## config.mk

```make
export PLATFORM = sky130hd
export DESIGN_NAME = sw_event_scheduler
export DESIGN_NICKNAME = d
export VERILOG_FILES = /design/src/rtl/sw_event_scheduler.sv
export SDC_FILE = /design/constraint.sdc
export NUM_CORES = 1
export LEC_CHECK = 0
export BUFFER_PORTS_ARGS = -buffer_cell sky130_fd_sc_hd__buf_2
export CORE_MARGIN = 2
export CORE_UTILIZATION = 35
export DETAILED_ROUTE_END_ITERATION = 8
export GPL_TIMING_DRIVEN = 1
export SYNTH_ARGS = -nofsm -noshare
export SYNTH_HDL_FRONTEND = slang
export SYNTH_SLANG_ARGS = --single-unit
```

## constraint.sdc

```tcl
create_clock -name iSysClk -period 2.26 [get_ports iSysClk]
set_input_delay 0.339 -clock iSysClk [delete_from_list [all_inputs] [get_ports iSysClk]]
set_output_delay 0.339 -clock iSysClk [all_outputs]
set_load 0.005 [all_outputs]
```

## src/rtl/sw_event_scheduler.sv

```systemverilog
// -----------------------------------------------------------------------------
// sw_event_scheduler
//   Shared debounce and event controller for the board's user push-switches.
//   A prescaler produces a sample tick. On each tick an FSM shifts every
//   synchronised switch into a history register, then scans the switches one
//   per cycle. The scan applies hysteresis and emits press / release /
//   long-press events into a small valid/ready event queue.
//
//   Optional feature macro: SW_EVT_LONGPRESS_EN
//     defined   : per-switch long counters and long-press events (code 11)
//     undefined : press (01) and release (10) events only
//
// Ports
//   iSysClk    in   system clock
//   iSysRst    in   asynchronous reset, active-low (released synchronously)
//   iUserSw    in   raw asynchronous switch inputs, active-high
//   oSwLevel   out  debounced switch levels
//   oEvtValid  out  event queue head valid
//   oEvtCode   out  event type: 01 press, 10 release, 11 long-press
//   oEvtId     out  switch index of the head event
//   iEvtReady  in   pops the head when oEvtValid is also high
//   oOvf       out  sticky overflow flag (event dropped on a full queue)
//   iOvfClr    in   clears oOvf; a simultaneous new overflow wins
//   oTick      out  one-cycle pulse on each sample tick
//
// Constraints: pSwNum 1..16, pTickDiv > pSwNum+3, pStableLen 2..8,
//              pLongCnt >= 1, pFifoDepth a power of two >= 2.
// -----------------------------------------------------------------------------
module sw_event_scheduler #(
  parameter int pSwNum     = 4,
  parameter int pTickDiv   = 50000,
  parameter int pStableLen = 3,
  parameter int pLongCnt   = 100,
  parameter int pFifoDepth = 4
) (
  input  logic              iSysClk,
  input  logic              iSysRst,
  input  logic [pSwNum-1:0] iUserSw,
  output logic [pSwNum-1:0] oSwLevel,
  output logic              oEvtValid,
  output logic [1:0]        oEvtCode,
  output logic [3:0]        oEvtId,
  input  logic              iEvtReady,
  output logic              oOvf,
  input  logic              iOvfClr,
  output logic              oTick
);

  localparam int IW = (pSwNum > 1) ? $clog2(pSwNum) : 1;
  localparam int CW = $clog2(pTickDiv);
  localparam int AW = $clog2(pFifoDepth);

  localparam logic [1:0] EVT_NONE    = 2'b00;
  localparam logic [1:0] EVT_PRESS   = 2'b01;
  localparam logic [1:0] EVT_RELEASE = 2'b10;
`ifdef SW_EVT_LONGPRESS_EN
  localparam int         LW          = $clog2(pLongCnt + 1);
  localparam logic [1:0] EVT_LONG    = 2'b11;
`endif

  typedef enum logic [1:0] {ST_IDLE, ST_SAMPLE, ST_SCAN} state_e;

  typedef struct packed {
    logic [1:0] code;
    logic [3:0] id;
  } evt_t;

  // Reset: asserted asynchronously, released on a clock edge.
  logic [1:0] rst_sync_q;
  logic       rst_n;

  always_ff @(posedge iSysClk or negedge iSysRst) begin
    if (!iSysRst) rst_sync_q <= 2'b00;
    else          rst_sync_q <= {rst_sync_q[0], 1'b1};
  end
  assign rst_n = rst_sync_q[1];

  // Input synchroniser, free-running (not gated by the tick).
  logic [pSwNum-1:0] sync1_q, sync2_q;

  // NOTE: sequential state uses non-blocking assignments so every flop
  // samples pre-edge values regardless of statement order.
  always_ff @(posedge iSysClk or negedge rst_n) begin
    if (!rst_n) begin
      sync1_q <= '0;
      sync2_q <= '0;
    end else begin
      sync1_q <= iUserSw;
      sync2_q <= sync1_q;
    end
  end

  // Prescaler; tick_q is registered so it is high while the count is at its top.
  logic [CW-1:0] presc_q, presc_d;
  logic          tick_q;

  assign presc_d = (presc_q == CW'(pTickDiv - 1)) ? '0 : presc_q + CW'(1);

  always_ff @(posedge iSysClk or negedge rst_n) begin
    if (!rst_n) begin
      presc_q <= '0;
      tick_q  <= 1'b0;
    end else begin
      presc_q <= presc_d;
      tick_q  <= (presc_d == CW'(pTickDiv - 1));
    end
  end
  assign oTick = tick_q;

  // Sequencer and per-switch debounce state.
  state_e                state_q;
  logic [IW-1:0]         idx_q;
  logic [pSwNum-1:0]     level_q;
  logic [pStableLen-1:0] hist_q [pSwNum];
`ifdef SW_EVT_LONGPRESS_EN
  logic [LW-1:0]         long_q [pSwNum];
  logic                  long_inc;
`endif

  logic                  push;
  logic [1:0]            push_code;
  logic                  lvl_flip;
  logic [pStableLen-1:0] cur_hist;
  logic                  cur_lvl;

  // Evaluation of the switch currently addressed by the scan.
  // NOTE: every always_comb output gets a default first, so no path can
  // leave a signal unassigned and infer a latch.
  always_comb begin
    cur_hist  = hist_q[idx_q];
    cur_lvl   = level_q[idx_q];
    push      = 1'b0;
    push_code = EVT_NONE;
    lvl_flip  = 1'b0;
`ifdef SW_EVT_LONGPRESS_EN
    long_inc  = 1'b0;
`endif
    if (state_q == ST_SCAN) begin
      if ((&cur_hist) && !cur_lvl) begin
        push      = 1'b1;
        push_code = EVT_PRESS;
        lvl_flip  = 1'b1;
      end else if (!(|cur_hist) && cur_lvl) begin
        push      = 1'b1;
        push_code = EVT_RELEASE;
        lvl_flip  = 1'b1;
      end
`ifdef SW_EVT_LONGPRESS_EN
      // Saturating at pLongCnt guarantees a single long event per press.
      else if (cur_lvl && (long_q[idx_q] < LW'(pLongCnt))) begin
        long_inc = 1'b1;
        if (long_q[idx_q] == LW'(pLongCnt - 1)) begin
          push      = 1'b1;
          push_code = EVT_LONG;
        end
      end
`endif
    end
  end

  always_ff @(posedge iSysClk or negedge rst_n) begin
    if (!rst_n) begin
      state_q <= ST_IDLE;
      idx_q   <= '0;
      level_q <= '0;
      for (int i = 0; i < pSwNum; i++) begin
        hist_q[i] <= '0;
`ifdef SW_EVT_LONGPRESS_EN
        long_q[i] <= '0;
`endif
      end
    end else begin
      unique case (state_q)
        ST_IDLE: begin
          if (tick_q) state_q <= ST_SAMPLE;
        end
        ST_SAMPLE: begin
          for (int i = 0; i < pSwNum; i++)
            hist_q[i] <= {hist_q[i][pStableLen-2:0], sync2_q[i]};
          idx_q   <= '0;
          state_q <= ST_SCAN;
        end
        ST_SCAN: begin
          // Level follows the hysteresis even when the event itself is dropped.
          if (lvl_flip) level_q[idx_q] <= ~level_q[idx_q];
`ifdef SW_EVT_LONGPRESS_EN
          if (lvl_flip)      long_q[idx_q] <= '0;
          else if (long_inc) long_q[idx_q] <= long_q[idx_q] + LW'(1);
`endif
          if (idx_q == IW'(pSwNum - 1)) state_q <= ST_IDLE;
          else                          idx_q   <= idx_q + IW'(1);
        end
        default: state_q <= ST_IDLE;
      endcase
    end
  end
  assign oSwLevel = level_q;

  // Event queue. Head is read straight from storage flops, so a pushed
  // event becomes visible on the cycle after the push.
  evt_t          mem_q [pFifoDepth];
  logic [AW-1:0] rd_q, wr_q;
  logic [AW:0]   cnt_q;
  logic          pop, full, accept, ovf_set, ovf_q;

  assign pop     = (cnt_q != '0) && iEvtReady;
  assign full    = (cnt_q == (AW+1)'(pFifoDepth));
  assign accept  = push && (!full || pop);
  assign ovf_set = push && full && !pop;

  // NOTE: the queue storage is reset so that oEvtCode/oEvtId read zero
  // out of reset; it is only a handful of flops.
  always_ff @(posedge iSysClk or negedge rst_n) begin
    if (!rst_n) begin
      for (int i = 0; i < pFifoDepth; i++) mem_q[i] <= '0;
      rd_q  <= '0;
      wr_q  <= '0;
      cnt_q <= '0;
      ovf_q <= 1'b0;
    end else begin
      if (accept) begin
        mem_q[wr_q] <= '{code: push_code, id: 4'(idx_q)};
        wr_q        <= wr_q + AW'(1);
      end
      if (pop) rd_q <= rd_q + AW'(1);
      unique case ({accept, pop})
        2'b10:   cnt_q <= cnt_q + (AW+1)'(1);
        2'b01:   cnt_q <= cnt_q - (AW+1)'(1);
        default: ;
      endcase
      if (ovf_set)      ovf_q <= 1'b1;
      else if (iOvfClr) ovf_q <= 1'b0;
    end
  end

  assign oEvtValid = (cnt_q != '0);
  assign oEvtCode  = mem_q[rd_q].code;
  assign oEvtId    = mem_q[rd_q].id;
  assign oOvf      = ovf_q;

endmodule
```

# After elaboration in Yosys (flattened, before gate mapping)
# Index checks and enable logic that the tools add are counted.
dict set report op_classes {
  n_div 0
  eq_ne 11
  muxes 29
  bitwise 4
  addsub 6
  n_lt_le_gt_ge 6
  multipliers 0
  shifts 0
  reduce_logical 23
}
# operator n
set ops {}
lappend ops {{== test 16 bit (second input constant)} 2}
lappend ops {{bitwise mux 24 bit} 1}
lappend ops {{two-way mux 6 bit} 3}
lappend ops {{adder 16 x 1 -> 16 bit (second input constant)} 1}
lappend ops {{two-way mux 16 bit} 1}
lappend ops {{binary-select mux 6 bit (select 2 bit)} 1}
lappend ops {{demux 6 bit (select 2 bit)} 1}
lappend ops {{two-way mux 2 bit} 6}
lappend ops {{greater-or-equal comparator 3 bit (second input constant)} 3}
lappend ops {{inverter 2 -> 3 bit} 3}
lappend ops {{logical AND 1 bit} 8}
lappend ops {{two-way mux 1 bit} 7}
lappend ops {{adder 2 x 1 -> 2 bit (second input constant)} 3}
lappend ops {{binary-select mux 3 bit (select 2 bit)} 1}
lappend ops {{== test 2 bit (second input constant)} 3}
lappend ops {{two-way mux 3 bit} 2}
lappend ops {{case mux 2 bit (3 select lines)} 1}
lappend ops {{case mux 3 bit (2 select lines)} 1}
lappend ops {{AND reduction 2 bit} 3}
lappend ops {{nonzero test 2 bit} 3}
lappend ops {{bitwise mux 4 bit} 1}
lappend ops {{== test 2 x 1 -> 1 bit (second input constant)} 2}
lappend ops {{zero test 1 bit} 4}
lappend ops {{!= test 2 bit (second input constant)} 2}
lappend ops {{other kinds (16)} 16}
dict set report totals {
  latchBits 0
  ff_bits 79
  ramBits 0
  in_bits 8
  output_inout_bits 13
  wordCells 103
  mem_bits_ro 0
  n_memories 0
}

# Depth between registers and ports, before layout
dict set report depth {
  word_depth 13
  depth_mapped 11
  depth_no_buf 10
}

# Least setup slack after synthesis
# No wires, ideal clock.
dict set report synth_timing {
  path_type {flip-flop to flip-flop}
  startpoint {register idx_q[0]}
  endpoint {register cnt_q[1]}
  path_stages_with_launch 10
  setup_ps 83
  arrival_ps 2882
  n_path_buf 1
  path_slack_ps -705
  synth_period_minus_slack_ps 2965
  t_required_ps 2177
  cell_sequence {dfrtp_1 > buf_6 > mux4_2 > or4b_4 > a21oi_4 > inv_1 > ha_1 > inv_1 > fa_1 > o21ai_0}
}
dict set report synth_via {
  elab_chain_cells 13
  word_cells_on_any_way 20
  classes_between {eq/ne (2); mux (9); bitwise (1); reduce/logical (8)}
}
# item line_no
set synth_lines {}
lappend synth_lines {{start: declaration} 112} ;# logic [IW-1:0] idx_q;
lappend synth_lines {{start signal: assignment} 191} ;# else idx_q <= idx_q + IW'(1);
lappend synth_lines {{inverter 2 -> 3 bit (implied by the code)} 130} ;# cur_hist = hist_q[idx_q];
lappend synth_lines {{binary-select mux 3 bit (select 2 bit)} 130}
lappend synth_lines {{two-way mux 3 bit (implied by the code) (2 in a row)} 130}
lappend synth_lines {{OR reduction 3 bit} 143} ;# end else if (!(|cur_hist) && cur_lvl) begin
lappend synth_lines {{zero test 1 bit} 143}
lappend synth_lines {{logical AND 1 bit} 143}
lappend synth_lines {{two-way mux 1 bit} 143}
lappend synth_lines {{two-way mux 1 bit (*)} 139} ;# if ((&cur_hist) && !cur_lvl) begin
lappend synth_lines {{two-way mux 1 bit (*)} 138} ;# if (state_q == ST_SCAN) begin
lappend synth_lines {{logical AND 1 bit (*)} 208} ;# assign accept = push && (!full || pop);
lappend synth_lines {{== test 2 x 1 -> 1 bit / == test 2 bit (equally long branches)} 226} ;# unique case ({accept, pop})
lappend synth_lines {{case mux 3 bit (2 select lines) / nonzero test 2 bit (equally long branches)} -}
lappend synth_lines {{end signal: assignment} 227} ;# 2'b10: cnt_q <= cnt_q + (AW+1)'(1);
lappend synth_lines {{end signal: assignment} 228} ;# 2'b01: cnt_q <= cnt_q - (AW+1)'(1);
lappend synth_lines {{end: declaration} 203} ;# logic [AW:0] cnt_q;
# Every way passes the cells marked *; elsewhere a longest branch is shown, timed or not. The select of a mux whose other input is x is not followed.
# A chain may end at the register's enable or synchronous reset.

# Worst setup path in the final report
dict set report layout_timing {
  startpoint {register idx_q[0]}
  endpoint {register cnt_q[2]}
}
# Same word-level chain as after synthesis.

==> flow_metrics.env <==
export IMPL_status="finished with violations"
export IMPL_violations="setup timing"
export IMPL_powerDensity_nw_per_um2=649.4
export IMPL_comb_power_share=0.117
export IMPL_drc_errors=0
export IMPL_seq_area_frac_synth=0.5358
export IMPL_ff2ff_path_depth=11
export IMPL_ios=21
export IMPL_end_kind="flop"
export IMPL_use_met1=0.1775
export IMPL_fin_crit_sh=1.146
export IMPL_gp_congestion=0.8215
export IMPL_synth_compound_area_frac=0.05019
export IMPL_antenna_cells=0
export IMPL_clock_sinks=71
export IMPL_period_minus_slack_ns=2.589
export IMPL_die_area_um2=10270
export IMPL_p_sw_frac=0.2506
export IMPL_p_seq_frac=0.525
export IMPL_slew_headroom=0.5941
export IMPL_numCtsBuffers=9
export IMPL_ys_ff_latch=71
export IMPL_tightest_slew_ns=0.6088
export IMPL_htreeDepth=3
export IMPL_criticalPathCategory="reg -> reg"
export IMPL_dpl_hpwl_um=4420
export IMPL_slew_viol_final=0
export IMPL_synthXorXnorAreaFrac=0.05283
export IMPL_muxShareOfSynthArea=0.1604
export IMPL_grt_pass1_wl_um=10810
export IMPL_critPathMaxFanout=4
export IMPL_synth_top_cell_area_share=0.5358
export IMPL_p_switching_mw=0.6670
export IMPL_cts_tree="done"
export IMPL_synthTopCellsByArea="dfrtp_1 (54%), mux2_2 (4.1%), mux4_2 (4.1%), ha_1 (3.8%), mux2_4 (3.6%)"
export IMPL_synthFlopType="dfrtp_1"
export IMPL_first_pass_iters=4
export IMPL_vias_per_cell=4.887
export IMPL_drt_wl_total_um=6218
export IMPL_nets=336
export IMPL_rsz0062_at_grt="true"
export IMPL_antenna_left=0
export IMPL_fin_cells=433
export IMPL_fill_cells=846
export IMPL_clock_fmax_ghz=0.3862
export IMPL_synth_top_family_by_area="multiplexers"
export IMPL_synth_warning_count=0
export IMPL_die_h_um=101.3
export IMPL_seqCellArea_um2=1779
export IMPL_total_leakage_power_nw=1.975
export IMPL_worst_slack_ns=-0.3290
export IMPL_clockBufferDepth=2
export IMPL_overflow=0
export IMPL_worstHoldPathType="in -> reg"
export IMPL_yosysTopAreaCell="dfrtp_1"
export IMPL_clkTransAtPathRegs_ns=0.07
export IMPL_grtUsageTotal=0.1364
export IMPL_grt_busiest_layer="met2"
export IMPL_postSynthAreaPerCell_um2=12.85
export IMPL_drt_iter0_drc=31
export IMPL_synthAdderAreaFrac=0.04377
export IMPL_fin_skew_ns=0.009447
export IMPL_cp_required_ns=2.49
export IMPL_num_rows=35
export IMPL_synth_distinct_cells=46
export IMPL_synthSimpleGateAreaFrac=0.1264
export IMPL_met2_usage=0.2150
export IMPL_coreArea_um2=9196
export IMPL_dr_total_vias=2116
export IMPL_irDropWorstVdd_uv=367.1
export IMPL_synth_edf_count=0
export IMPL_grt_pass1_vias=2247
export IMPL_initial_core_util=0.3605
export IMPL_multiInputGateArea_um2=1528
export IMPL_clockRootBuffer="clkbuf_8"
export IMPL_start_kind="flop"
export IMPL_finalSetupViolCount=25
export IMPL_cap_viol_max_count=0
export IMPL_antenna_found_initial=0
export IMPL_hold_ws_ns=0.09940
export IMPL_async_flop_share=1.000
export IMPL_gr_usage_met3=0.04141
export IMPL_clk_latency_ns=0.35
export IMPL_area_delta_synth_final_pct=23.62
export IMPL_wire_per_inst_um=14.36
export IMPL_syn_inst=258
export IMPL_grt_max_degree=44
export IMPL_intPower_mw=1.995
export IMPL_die_w_um=101.3
export IMPL_clkPwrFrac=0.358
export IMPL_dp_cells=411
export IMPL_port_buffers=18
export IMPL_drive_gt1_frac=0.3696
export IMPL_syn_area_um2=3316
export IMPL_finalHoldViolations=0
export IMPL_holdPathStages=1
export IMPL_crit_arrival_ns=2.82
==> placed cells by master (no fill, tap or decap), types with 3 or more instances in the layout <==
master / count
mux2_4: 15
nand2b_1: 4
nor2b_1: 3
nand3_1: 8
nand4b_1: 3
buf_4: 30
buf_6: 4
nor2_1: 13
conb_1: 3
buf_2: 18
nand2_8: 3
dfrtp_1: 69
a21oi_1: 11
nand2_1: 11
nor3_1: 5
mux2_2: 12
or4_1: 3
mux4_2: 7
inv_1: 11
xnor2_1: 7
nand4_1: 3
o21ai_0: 3
clkbuf_8: 12
xor2_1: 12
ha_1: 9
==> worst max-delay path: stages, from the launching register on <==
cell	delay, ns
dfrtp_2	0.42
buf_6	0.11
mux4_2	0.50
or4b_4	0.53
a21oi_4	0.15
inv_2	0.06
ha_4	0.15
inv_2	0.05
fa_1	0.17
xor2_1	0.14
nor2_1	0.06
xor2_1	0.13
==> synth_stat cells (all sizes together), types with 2 or more instances <==
cell / number
and2: 2
a31oi: 2
nand2b: 4
xnor2: 8
conb: 2
nor4: 3
nand3: 8
nand4: 3
buf: 4
or4b: 2
or4: 3
ha: 10
mux2: 27
mux4: 8
nor2b: 3
nand4b: 3
o21ai: 4
clkbuf: 4
or3: 2
and4: 2
nor2: 13
nor3: 5
a21oi: 13
xor2: 12
dfrtp: 71
inv: 13
nand2: 15
nor3b: 2
==> path summary, 6_finish.rpt <==
path,slack [ns],start,to
worst min-delay path,0.1,iUserSw[2],sync1_q[2]
worst max-delay path,-0.33,idx_q[0],cnt_q[2]
min in group asynchronous,0.28,rst_sync_q[1],sync2_q[0]
max in group asynchronous,1.33,rst_sync_q[1],idx_q[0]
worst max register to register,-0.33,idx_q[0],cnt_q[2]
worst min register to register,0.28,rst_sync_q[1],sync2_q[0]
==> cells by family (layout without fill, tap and decap cells) <==
family                   after synthesis  in the layout
AO/OA/AOI/OAI                         26             26
XOR/XNOR                              20             20
adder cells (fa/ha/maj)               11             11
buffers and inverters                 21             84
flip-flops                            71             71
multiplexers                          36             36
other                                  2              3
AND/OR/NAND/NOR                       71             71
==> timing repair <==
item,4_1_cts,5_1_grt
gates cloned,0,0
pin swaps,0,1
setup endpoints to repair,24,27
setup buffers,3,2
hold endpoints to repair,2,0
hold buffers,1,0
gates resized for setup,11,5
==> final cells by class <==
class / count / area share
Timing Repair Buffer: 55 / 0.1001
Clock buffer: 12 / 0.04029
Sequential cell: 71 / 0.4341
Inverter: 13 / 0.01190
Clock inverter: 4 / 0.007021
Multi-Input combinational cell: 167 / 0.3727
Tap cell: 111 / 0.03388
==> registers in the layout (all words and copies together) (netlist names) <==
register,flops
oSwLevel,4
wr_q,2
oOvf,1
sync1_q,4
sync2_q,4
presc_q,16
idx_q,2
rd_q,2
rst_sync_q,2
hist_q,12
state_q,2
oTick,1
cnt_q,3
mem_q,16
==> routing by layer <==
layer / vias up / share of wire
li1: 1025 / -
met1: 1029 / 0.47
met2: 53 / 0.47
met3: 9 / 0.042
met4: 0 / 0.016
met5: - / 0
==> per-stage QoR <==
| stage | instance area [um^2] | utilization | setup TNS, ns | total power [mW] | setup slack [ns] |
|---|---|---|---|---|---|
| after floorplan | 3358 | - | -5.679 | 1.595 | -0.6367 |
| final | 4099 | 0.4457 | -4.264 | 2.662 | -0.3290 |
| after global routing | 4099 | 0.4457 | -6.011 | 2.817 | -0.4662 |
| after CTS | 4059 | 0.4414 | -4.156 | 2.697 | -0.3505 |
| after global placement | 3789 | 0.4120 | -4.225 | 1.702 | -0.3636 |
| after detailed placement | 3789 | 0.4120 | -5.200 | 1.725 | -0.4364 |
==> power groups by stage <==
stage,Combinational [mW],Clock (mW),Sequential (mW)
after floorplan,0.191,0,1.40
after global placement,0.281,0,1.42
after detailed placement,0.300,0,1.43
after CTS,0.304,0.993,1.40
after global routing,0.353,1.06,1.41
final,0.310,0.954,1.40
No activity file was read; power rests on OpenSTA's default activity.
